File: src/rtl/sm_pkg.sv
// Shared definitions for the sign-magnitude batch sorter: sign encodings and FSM states.
package sm_pkg;

  localparam logic SIGN_PLUS  = 1'b0;
  localparam logic SIGN_MINUS = 1'b1;

  typedef enum logic [1:0] {
    LOAD,
    SORT,
    DRAIN
  } sort_state_e;

endpackage

File: src/rtl/sm_sorter_cmp.sv
// Sign-magnitude "a >= b" compare: plus beats minus, and -0 ranks below +0.
module sm_sorter_cmp
  import sm_pkg::*;
#(
  parameter int unsigned N = 8
) (
  input  logic [N-1:0] a_i,
  input  logic [N-1:0] b_i,
  output logic         ge_o
);

  always_comb begin
    if (a_i[N-1] != b_i[N-1]) begin
      ge_o = (a_i[N-1] == SIGN_PLUS);
    end else if (a_i[N-1] == SIGN_PLUS) begin
      ge_o = (a_i[N-2:0] >= b_i[N-2:0]);
    end else begin
      // Both minus: the smaller modulus is the larger value.
      ge_o = (a_i[N-2:0] <= b_i[N-2:0]);
    end
  end

endmodule

File: src/rtl/sm_sorter.sv
// Batch sorter: loads up to DEPTH sign-magnitude words, odd-even transposition sorts them
// (largest first) and drains them. Define SM_NEGZERO_FOLD_EN to store an accepted -0 as +0.
module sm_sorter
  import sm_pkg::*;
#(
  parameter int unsigned N     = 8,
  parameter int unsigned DEPTH = 8
) (
  input  logic         i_clk,
  input  logic         i_rst,
  input  logic         i_in_valid,
  output logic         o_in_ready,
  input  logic [N-1:0] i_in_data,
  input  logic         i_in_last,
  output logic         o_out_valid,
  input  logic         i_out_ready,
  output logic [N-1:0] o_out_data,
  output logic         o_out_last,
  output logic         o_busy
);

  localparam int unsigned KW    = $clog2(DEPTH + 1);
  localparam int unsigned IW    = $clog2(DEPTH);
  localparam int unsigned NPAIR = DEPTH / 2;

  sort_state_e      state_q, state_d;
  logic [N-1:0]     slot_q [DEPTH];
  logic [N-1:0]     slot_d [DEPTH];
  logic [DEPTH-1:0] vld_q, vld_d;
  logic [KW-1:0]    k_q, k_d;
  logic [IW-1:0]    pass_q, pass_d;
  logic [IW-1:0]    rd_q, rd_d;

  logic [N-1:0]     cmp_a [NPAIR];
  logic [N-1:0]     cmp_b [NPAIR];
  logic [NPAIR-1:0] cmp_ge;
  logic [NPAIR-1:0] sw;
  logic [N-1:0]     nxt_slot [DEPTH];
  logic [DEPTH-1:0] nxt_vld;
  logic [N-1:0]     store_word;
  logic             in_fire, out_fire;

`ifdef SM_NEGZERO_FOLD_EN
  assign store_word = (i_in_data[N-1] == SIGN_MINUS && i_in_data[N-2:0] == '0) ? '0 : i_in_data;
`else
  assign store_word = i_in_data;
`endif

  // Pair gi compares (2gi,2gi+1) on even passes and (2gi+1,2gi+2) on odd passes.
  for (genvar gi = 0; gi < NPAIR; gi++) begin : g_pair
    logic lo_v, hi_v;
    if (2 * gi + 2 < DEPTH) begin : g_mid
      assign cmp_a[gi] = pass_q[0] ? slot_q[2*gi+1] : slot_q[2*gi];
      assign cmp_b[gi] = pass_q[0] ? slot_q[2*gi+2] : slot_q[2*gi+1];
      assign lo_v      = pass_q[0] ? vld_q[2*gi+1]  : vld_q[2*gi];
      assign hi_v      = pass_q[0] ? vld_q[2*gi+2]  : vld_q[2*gi+1];
    end else begin : g_end
      assign cmp_a[gi] = slot_q[2*gi];
      assign cmp_b[gi] = slot_q[2*gi+1];
      assign lo_v      = vld_q[2*gi];
      assign hi_v      = vld_q[2*gi+1] & ~pass_q[0];
    end
    sm_sorter_cmp #(.N(N)) u_cmp (
      .a_i (cmp_a[gi]),
      .b_i (cmp_b[gi]),
      .ge_o(cmp_ge[gi])
    );
    assign sw[gi] = hi_v & (~lo_v | ~cmp_ge[gi]);
  end

  for (genvar j = 0; j < DEPTH; j++) begin : g_slot
    if (j % 2 == 0) begin : g_ev
      if (j > 0) begin : g_o
        assign nxt_slot[j] = pass_q[0] ? (sw[j/2-1] ? slot_q[j-1] : slot_q[j])
                                       : (sw[j/2]   ? slot_q[j+1] : slot_q[j]);
        assign nxt_vld[j]  = pass_q[0] ? (sw[j/2-1] ? vld_q[j-1]  : vld_q[j])
                                       : (sw[j/2]   ? vld_q[j+1]  : vld_q[j]);
      end else begin : g_n
        assign nxt_slot[j] = (!pass_q[0] && sw[0]) ? slot_q[1] : slot_q[0];
        assign nxt_vld[j]  = (!pass_q[0] && sw[0]) ? vld_q[1]  : vld_q[0];
      end
    end else begin : g_od
      if (j < DEPTH - 1) begin : g_o
        assign nxt_slot[j] = pass_q[0] ? (sw[j/2] ? slot_q[j+1] : slot_q[j])
                                       : (sw[j/2] ? slot_q[j-1] : slot_q[j]);
        assign nxt_vld[j]  = pass_q[0] ? (sw[j/2] ? vld_q[j+1]  : vld_q[j])
                                       : (sw[j/2] ? vld_q[j-1]  : vld_q[j]);
      end else begin : g_n
        assign nxt_slot[j] = (!pass_q[0] && sw[j/2]) ? slot_q[j-1] : slot_q[j];
        assign nxt_vld[j]  = (!pass_q[0] && sw[j/2]) ? vld_q[j-1]  : vld_q[j];
      end
    end
  end

  always_comb begin
    o_in_ready  = (state_q == LOAD) && !i_rst;
    o_out_valid = (state_q == DRAIN);
    o_out_data  = (state_q == DRAIN) ? slot_q[rd_q] : '0;
    o_out_last  = (state_q == DRAIN) && (KW'(rd_q) == k_q - KW'(1));
    o_busy      = (state_q != LOAD);
  end

  assign in_fire  = i_in_valid & o_in_ready;
  assign out_fire = o_out_valid & i_out_ready;

  always_comb begin
    state_d = state_q;
    slot_d  = slot_q;
    vld_d   = vld_q;
    k_d     = k_q;
    pass_d  = pass_q;
    rd_d    = rd_q;
    unique case (state_q)
      LOAD: begin
        if (in_fire) begin
          slot_d[k_q[IW-1:0]] = store_word;
          vld_d[k_q[IW-1:0]]  = 1'b1;
          k_d                 = k_q + KW'(1);
          if (i_in_last || k_q == KW'(DEPTH - 1)) begin
            state_d = SORT;
            pass_d  = '0;
          end
        end
      end
      SORT: begin
        slot_d = nxt_slot;
        vld_d  = nxt_vld;
        pass_d = pass_q + IW'(1);
        if (pass_q == IW'(DEPTH - 1)) begin
          state_d = DRAIN;
          rd_d    = '0;
        end
      end
      DRAIN: begin
        if (out_fire) begin
          if (o_out_last) begin
            state_d = LOAD;
            k_d     = '0;
            vld_d   = '0;
            rd_d    = '0;
          end else begin
            rd_d = rd_q + IW'(1);
          end
        end
      end
      default: state_d = LOAD;
    endcase
  end

  always_ff @(posedge i_clk) begin
    if (i_rst) begin
      state_q <= LOAD;
      vld_q   <= '0;
      k_q     <= '0;
      pass_q  <= '0;
      rd_q    <= '0;
      for (int i = 0; i < DEPTH; i++) slot_q[i] <= '0;
    end else begin
      state_q <= state_d;
      slot_q  <= slot_d;
      vld_q   <= vld_d;
      k_q     <= k_d;
      pass_q  <= pass_d;
      rd_q    <= rd_d;
    end
  end

endmodule
File: config.mk
export PLATFORM = sky130hd
export DESIGN_NAME = sm_sorter
export DESIGN_NICKNAME = d
export VERILOG_FILES = /design/src/rtl/sm_pkg.sv /design/src/rtl/sm_sorter_cmp.sv /design/src/rtl/sm_sorter.sv
export SDC_FILE = /design/constraint.sdc
export NUM_CORES = 1
export LEC_CHECK = 0
export BUFFER_PORTS_ARGS = -buffer_cell sky130_fd_sc_hd__buf_4
export CORE_AREA = 2 2 107 109
export DETAILED_ROUTE_END_ITERATION = 10
export DIE_AREA = 0 0 109 111
export GPL_ROUTABILITY_DRIVEN = 0
export PLACE_DENSITY = 0.9
export SLEW_MARGIN = 20
export SYNTH_ARGS = -nofsm -noshare
export SYNTH_HDL_FRONTEND = slang
export SYNTH_HIERARCHICAL = 1
export SYNTH_SLANG_ARGS = --single-unit
File: constraint.sdc
create_clock -name i_clk -period 12.2 [get_ports i_clk]
set_clock_uncertainty 0.05 [all_clocks]
set_input_delay 1.22 -clock i_clk [delete_from_list [all_inputs] [get_ports i_clk]]
set_output_delay 1.22 -clock i_clk [all_outputs]
set_load 0.03 [all_outputs]
# Word-level counts from Yosys, hierarchy flattened

Cells that the tools add are included.

Output and inout port bits: 12
Register bits after elaboration: 84

Mux-type cells: 88
Reductions and logical operators: 35
Magnitude comparators: 13
Equal/unequal tests: 25
Add/sub/neg operators: 4
Bitwise operators: 27

Operators by type and width:

| cell                 | count |
|---|---|
| $mux W8              | 31 |
| $pmux W64 S2         | 1 |
| $bwmux W64           | 1 |
| $mux W64             | 1 |
| $mux W1              | 33 |
| $reduce_and A5 Y1    | 6 |
| $ge A7 B7 Y1         | 4 |
| $le A7 B7 Y1         | 4 |
| $bmux W8 S3          | 1 |
| $demux W8 S3         | 1 |
| $pmux W8 S3          | 1 |
| $reduce_and A3 Y1    | 7 |
| $ne A3 B3 Y1 const B | 6 |
| $reduce_and A6 Y1    | 3 |
| $reduce_and A4 Y1    | 4 |
| $mux W3              | 5 |
| $ne A2 B2 Y1 const B | 7 |
| $not A1 Y1           | 13 |
| $mux W4              | 3 |
| $pmux W3 S2          | 2 |
| $mux W2              | 5 |
| $ge A4 B4 Y1 const B | 2 |
| $not A3 Y4           | 2 |
| $or A8 B8 Y8         | 1 |
| other kinds (24)     | 48 |

# Logic depth before layout (Yosys ltp)

Word-level depth: 10
Depth in mapped cells: 16
Depth with buffers taken out: 12

# By module

The synthesis kept the hierarchy.

By module, submodules not included:

| module        | area each (um^2) | cells each | times used |
|---|---|---|---|
| sm_sorter     | 6180.9           | 718        | 1 |
| sm_sorter_cmp | 197.7            | 28         | 4 |

# Worst setup path after synthesis

OpenSTA, ideal clock, no wires.

Path kind: reg2reg
Start point: register pass_q[0]
End point: register slot_q[23] in the netlist's numbering
Buffers on the path: 4
Clock period less this slack: 3963 ps
Arrival time: 3822 ps
Path slack: 8237 ps
Data required time: 12059 ps
Stages on the path, launching flop included: 16
Cells stage by stage: dfxtp_1 buf_4 clkbuf_1 clkbuf_1 mux2_2 ha_1 a21oi_1 o21ai_0 or4_1 and3_1 inv_1 o22ai_1 a211oi_2 buf_2 nor2_1 a311oi_1

RTL lines:

| item                     | RTL line         | source |
|---|---|---|
| start: declaration       | sm_sorter.sv:31  | `logic [IW-1:0] pass_q, pass_d;` |
| start signal: assignment | sm_sorter.sv:163 | `pass_q <= pass_d;` |
| end signal: assignment   | sm_sorter.sv:160 | `slot_q <= slot_d;` |
| end: declaration         | sm_sorter.sv:27  | `logic [N-1:0] slot_q [DEPTH];` |

==> flow_metrics.py <==
metrics = {
    "run_status": {
        "status": "finished clean",
    },
    "worst_setup_path": {
        "r2r_slack_ns": 7.14,
        "path_max_fanout": 69,
        "cp-end-kind": "flop",
        "start_kind": "flop",
        "critPathSlowestCell": "dfxtp_4",
        "startpoint": "pass_q[0]",
        "slowest_delay_ns": 0.90,
        "crit_end": "cmp_a[2]",
        "timing.rr.start": "pass_q[0]",
        "required_ns": 12.40,
        "critPathKind": "reg -> reg",
        "ff2ff_path_depth": 12,
        "worstPathArrival_ns": 5.26,
        "rr_endpoint": "cmp_a[2]",
        "cp_cell_sequence": "buf_4, mux2_2, ha_1, a21oi_1, o21ai_0, or4_1, and3_1, nand2_1, a221oi_1, nor3_2, nor2_1, a211oi_1",
    },
    "global_routing": {
        "grt_first_pass_wirelength_mm": 29.95,
        "grt.overflow.total": 0,
        "antenna_found_initial": 0,
        "grt_pass1_vias": 5951,
        "grtUsageTotal_pct": 31.12,
        "grt_max_degree": 85,
    },
    "synth": {
        "synth_nets": 881,
        "avgSynthCellArea_um2": 8.400,
        "synth_top_cells_by_count": "a21oi_1 (108), nor2_1 (101), dfxtp_1 (84)",
        "synth_most_common_cell": "a21oi_1",
        "synth.area.top_cells": "dfxtp_1 (24%), mux2_2 (10%), mux2i_1 (10%), a21oi_1 (7.8%), ha_1 (6.8%)",
        "synth-seq-cells": 84,
        "ys.warnings.count": 6,
        "ys.flop_type": "dfxtp_1",
        "syn_area_mm2": 0.006972,
        "seq_area_frac_synth_pct": 24.12,
        "async_reset_ff_share_pct": 0,
        "netlist_instances": 830,
        "synth_edf_count": 0,
        "synth_top_area_share_pct": 24.12,
        "yosys.area.top_type": "dfxtp_1",
        "synthDistinctLibCells": 60,
    },
    "cells_and_area": {
        "fill_cells": 872,
        "seqCellArea_mm2": 0.001685,
        "layout-drive-gt1-share_pct": 18.26,
        "fin_util_pct": 67.43,
        "fin_nets": 862,
        "n_antenna_cell": 0,
        "multiInputGateArea_mm2": 0.004883,
        "syn_to_final_growth_pct": 7.143,
    },
    "timing": {
        "rsz0062_at_grt": "false",
        "finalSetupViolCount": 0,
        "worst_pin_slew_ns": 1.020,
        "finalMaxSlewViolations": 0,
        "fmax_mhz": 197.6,
        "relSlewSlack_pct": 31.65,
        "report.final.hold_viol_count": 0,
        "tns_ns": 0,
        "min_period_ns": 5.061,
        "min_period_over_period_pct": 41.48,
    },
    "clocking": {
        "clk_path_buf_depth": 2,
        "cts_setup_buffers": 0,
        "clockRootBuffer": "clkbuf_16",
        "cts-hold-fix-buffers": 0,
        "cts_tree": "done",
        "ctsResizeCount": 0,
        "cts_made_buffers": 9,
        "htreeDepth": 3,
        "cts.sink_count": 84,
        "clk_pin_slew_ns": 0.07,
        "clock_latency_ns": 0.36,
    },
    "die": {
        "rows": 39,
        "fp.dieArea_mm2": 0.01210,
        "io_pins": 25,
        "die_h_um": 111,
        "core_area_mm2": 0.01108,
        "start_util_pct": 62.94,
        "die_w_um": 109,
    },
    "route": {
        "drt_wl_total_mm": 18.49,
        "met2WireLength_mm": 8.860,
        "drt_first_iter_violations": 659,
        "viasPerCell": 6.690,
        "postRouteAntennaNets": 0,
        "drcViolationCount": 0,
        "wl_met3_mm": 1.306,
        "first_pass_iters": 5,
        "met1Wirelength_mm": 7.567,
        "wl_per_cell_um": 19.28,
        "top_layer_used": "met4",
        "vias": 6416,
    },
    "job": {
        "drv_cap": 0,
    },
    "power_and_ir_drop": {
        "p_leak_nw": 2.511,
        "total_power_mw": 1.032,
        "p_seq_share_pct": 33.3,
        "internal_power_uw": 643.0,
        "power_frac_clock_pct": 31.6,
        "peakVddDrop_uv": 98.50,
        "p_sw_uw": 389.4,
        "power_frac_comb_pct": 35.1,
        "power_density_mw_per_mm2": 138.2,
        "swShare_pct": 37.72,
    },
    "hold_path": {
        "worstHoldPathType": "reg -> reg",
    },
    "placed_design": {
        "port_buffers": 24,
        "dp_hpwl_mm": 12.24,
    },
}
==> metrics by stage <==
step | instance area, µm² | std cells | hold WS (ns) | setup WS, ns
floorplan | 6972 | 830 | 0.4034 | 8.237
CTS | 7463 | 959 | 0.4040 | 7.268
detailed placement | 7117 | 943 | 0.3956 | 7.348
global route | 7470 | 959 | 0.4270 | 6.902
finish | 7470 | 959 | 0.4043 | 7.139
global placement | 7117 | 943 | 0.3896 | 7.626
==> layout make-up <==
type / instances / area share [%]
inverters: 40 / 2.010
well taps: 143 / 2.395
flip-flops and latches: 84 / 22.56
repair buffers: 30 / 3.015
multi-input cells: 646 / 65.38
clock inverters: 7 / 1.625
clock buffers: 9 / 3.015
==> cell usage in the layout, fill, tap and decap left out, types with 15 or more instances in the layout <==
master,count
ha_1,37
a211oi_1,25
nor2_1,100
o21ai_0,15
mux2i_1,70
inv_1,38
mux2_2,64
a21oi_1,107
nand3_1,30
dfxtp_1,83
nor2b_1,16
mux4_2,16
nand2_1,39
buf_4,30
a311oi_1,19
==> worst min-delay path by stage <==
stage / slack, ns / from / endpoint / cells after the start
final: 0.40 / rd_q[1] / rd_q[1] / 2
after global routing: 0.43 / rd_q[1] / rd_q[1] / 2
after CTS: 0.40 / rd_q[1] / rd_q[1] / 2
after detailed placement: 0.40 / rd_q[1] / rd_q[1] / 2
after global placement: 0.39 / rd_q[1] / rd_q[1] / 2
after floorplan: 0.40 / pass_q[1] / pass_q[1] / 2
==> state kept, by name, summed over array words and instances (netlist names) <==
name	flops
cmp_a	8
cmp_b	8
k_q	4
pass_q	3
rd_q	3
slot_q	48
state_q	2
vld_q	8
==> power groups by stage <==
stage / Clock (mW) / Combinational (mW) / Sequential [mW]
floorplan: 0 / 0.295 / 0.325
detailed placement: 0 / 0.352 / 0.348
CTS: 0.329 / 0.356 / 0.342
global placement: 0 / 0.342 / 0.347
finish: 0.326 / 0.363 / 0.344
global route: 0.343 / 0.399 / 0.349
==> logic make-up after synthesis <==
| logic type | synth area share (%) |
|---|---|
| XOR/XNOR | 0.5026 |
| AND/OR/NAND/NOR | 17.95 |
| multiplexers | 25.56 |
| flip-flops | 24.12 |
| adder cells (fa/ha/maj) | 6.820 |
| AO/OA/AOI/OAI | 18.95 |
| buffers and inverters | 6.102 |
==> layer usage <==
layer  GRT usage [%]  vias to the layer above
li1                -                     3015
met2           49.23                      309
met3           6.232                       58
met4           15.56                        0
met5               0                        -
met1           39.91                     3034
==> critical path: cells and delay by family, from the launching register on <==
kind / cells / cell delay [ns]
adder cells (fa/ha/maj): 1 / 0.31
AND/OR/NAND/NOR: 5 / 1.79
AO/OA/AOI/OAI: 4 / 0.71
multiplexers: 1 / 0.42
buffers and inverters: 1 / 0.68
flip-flops: 1 / 0.90
(Power assumes the default switching activity.)
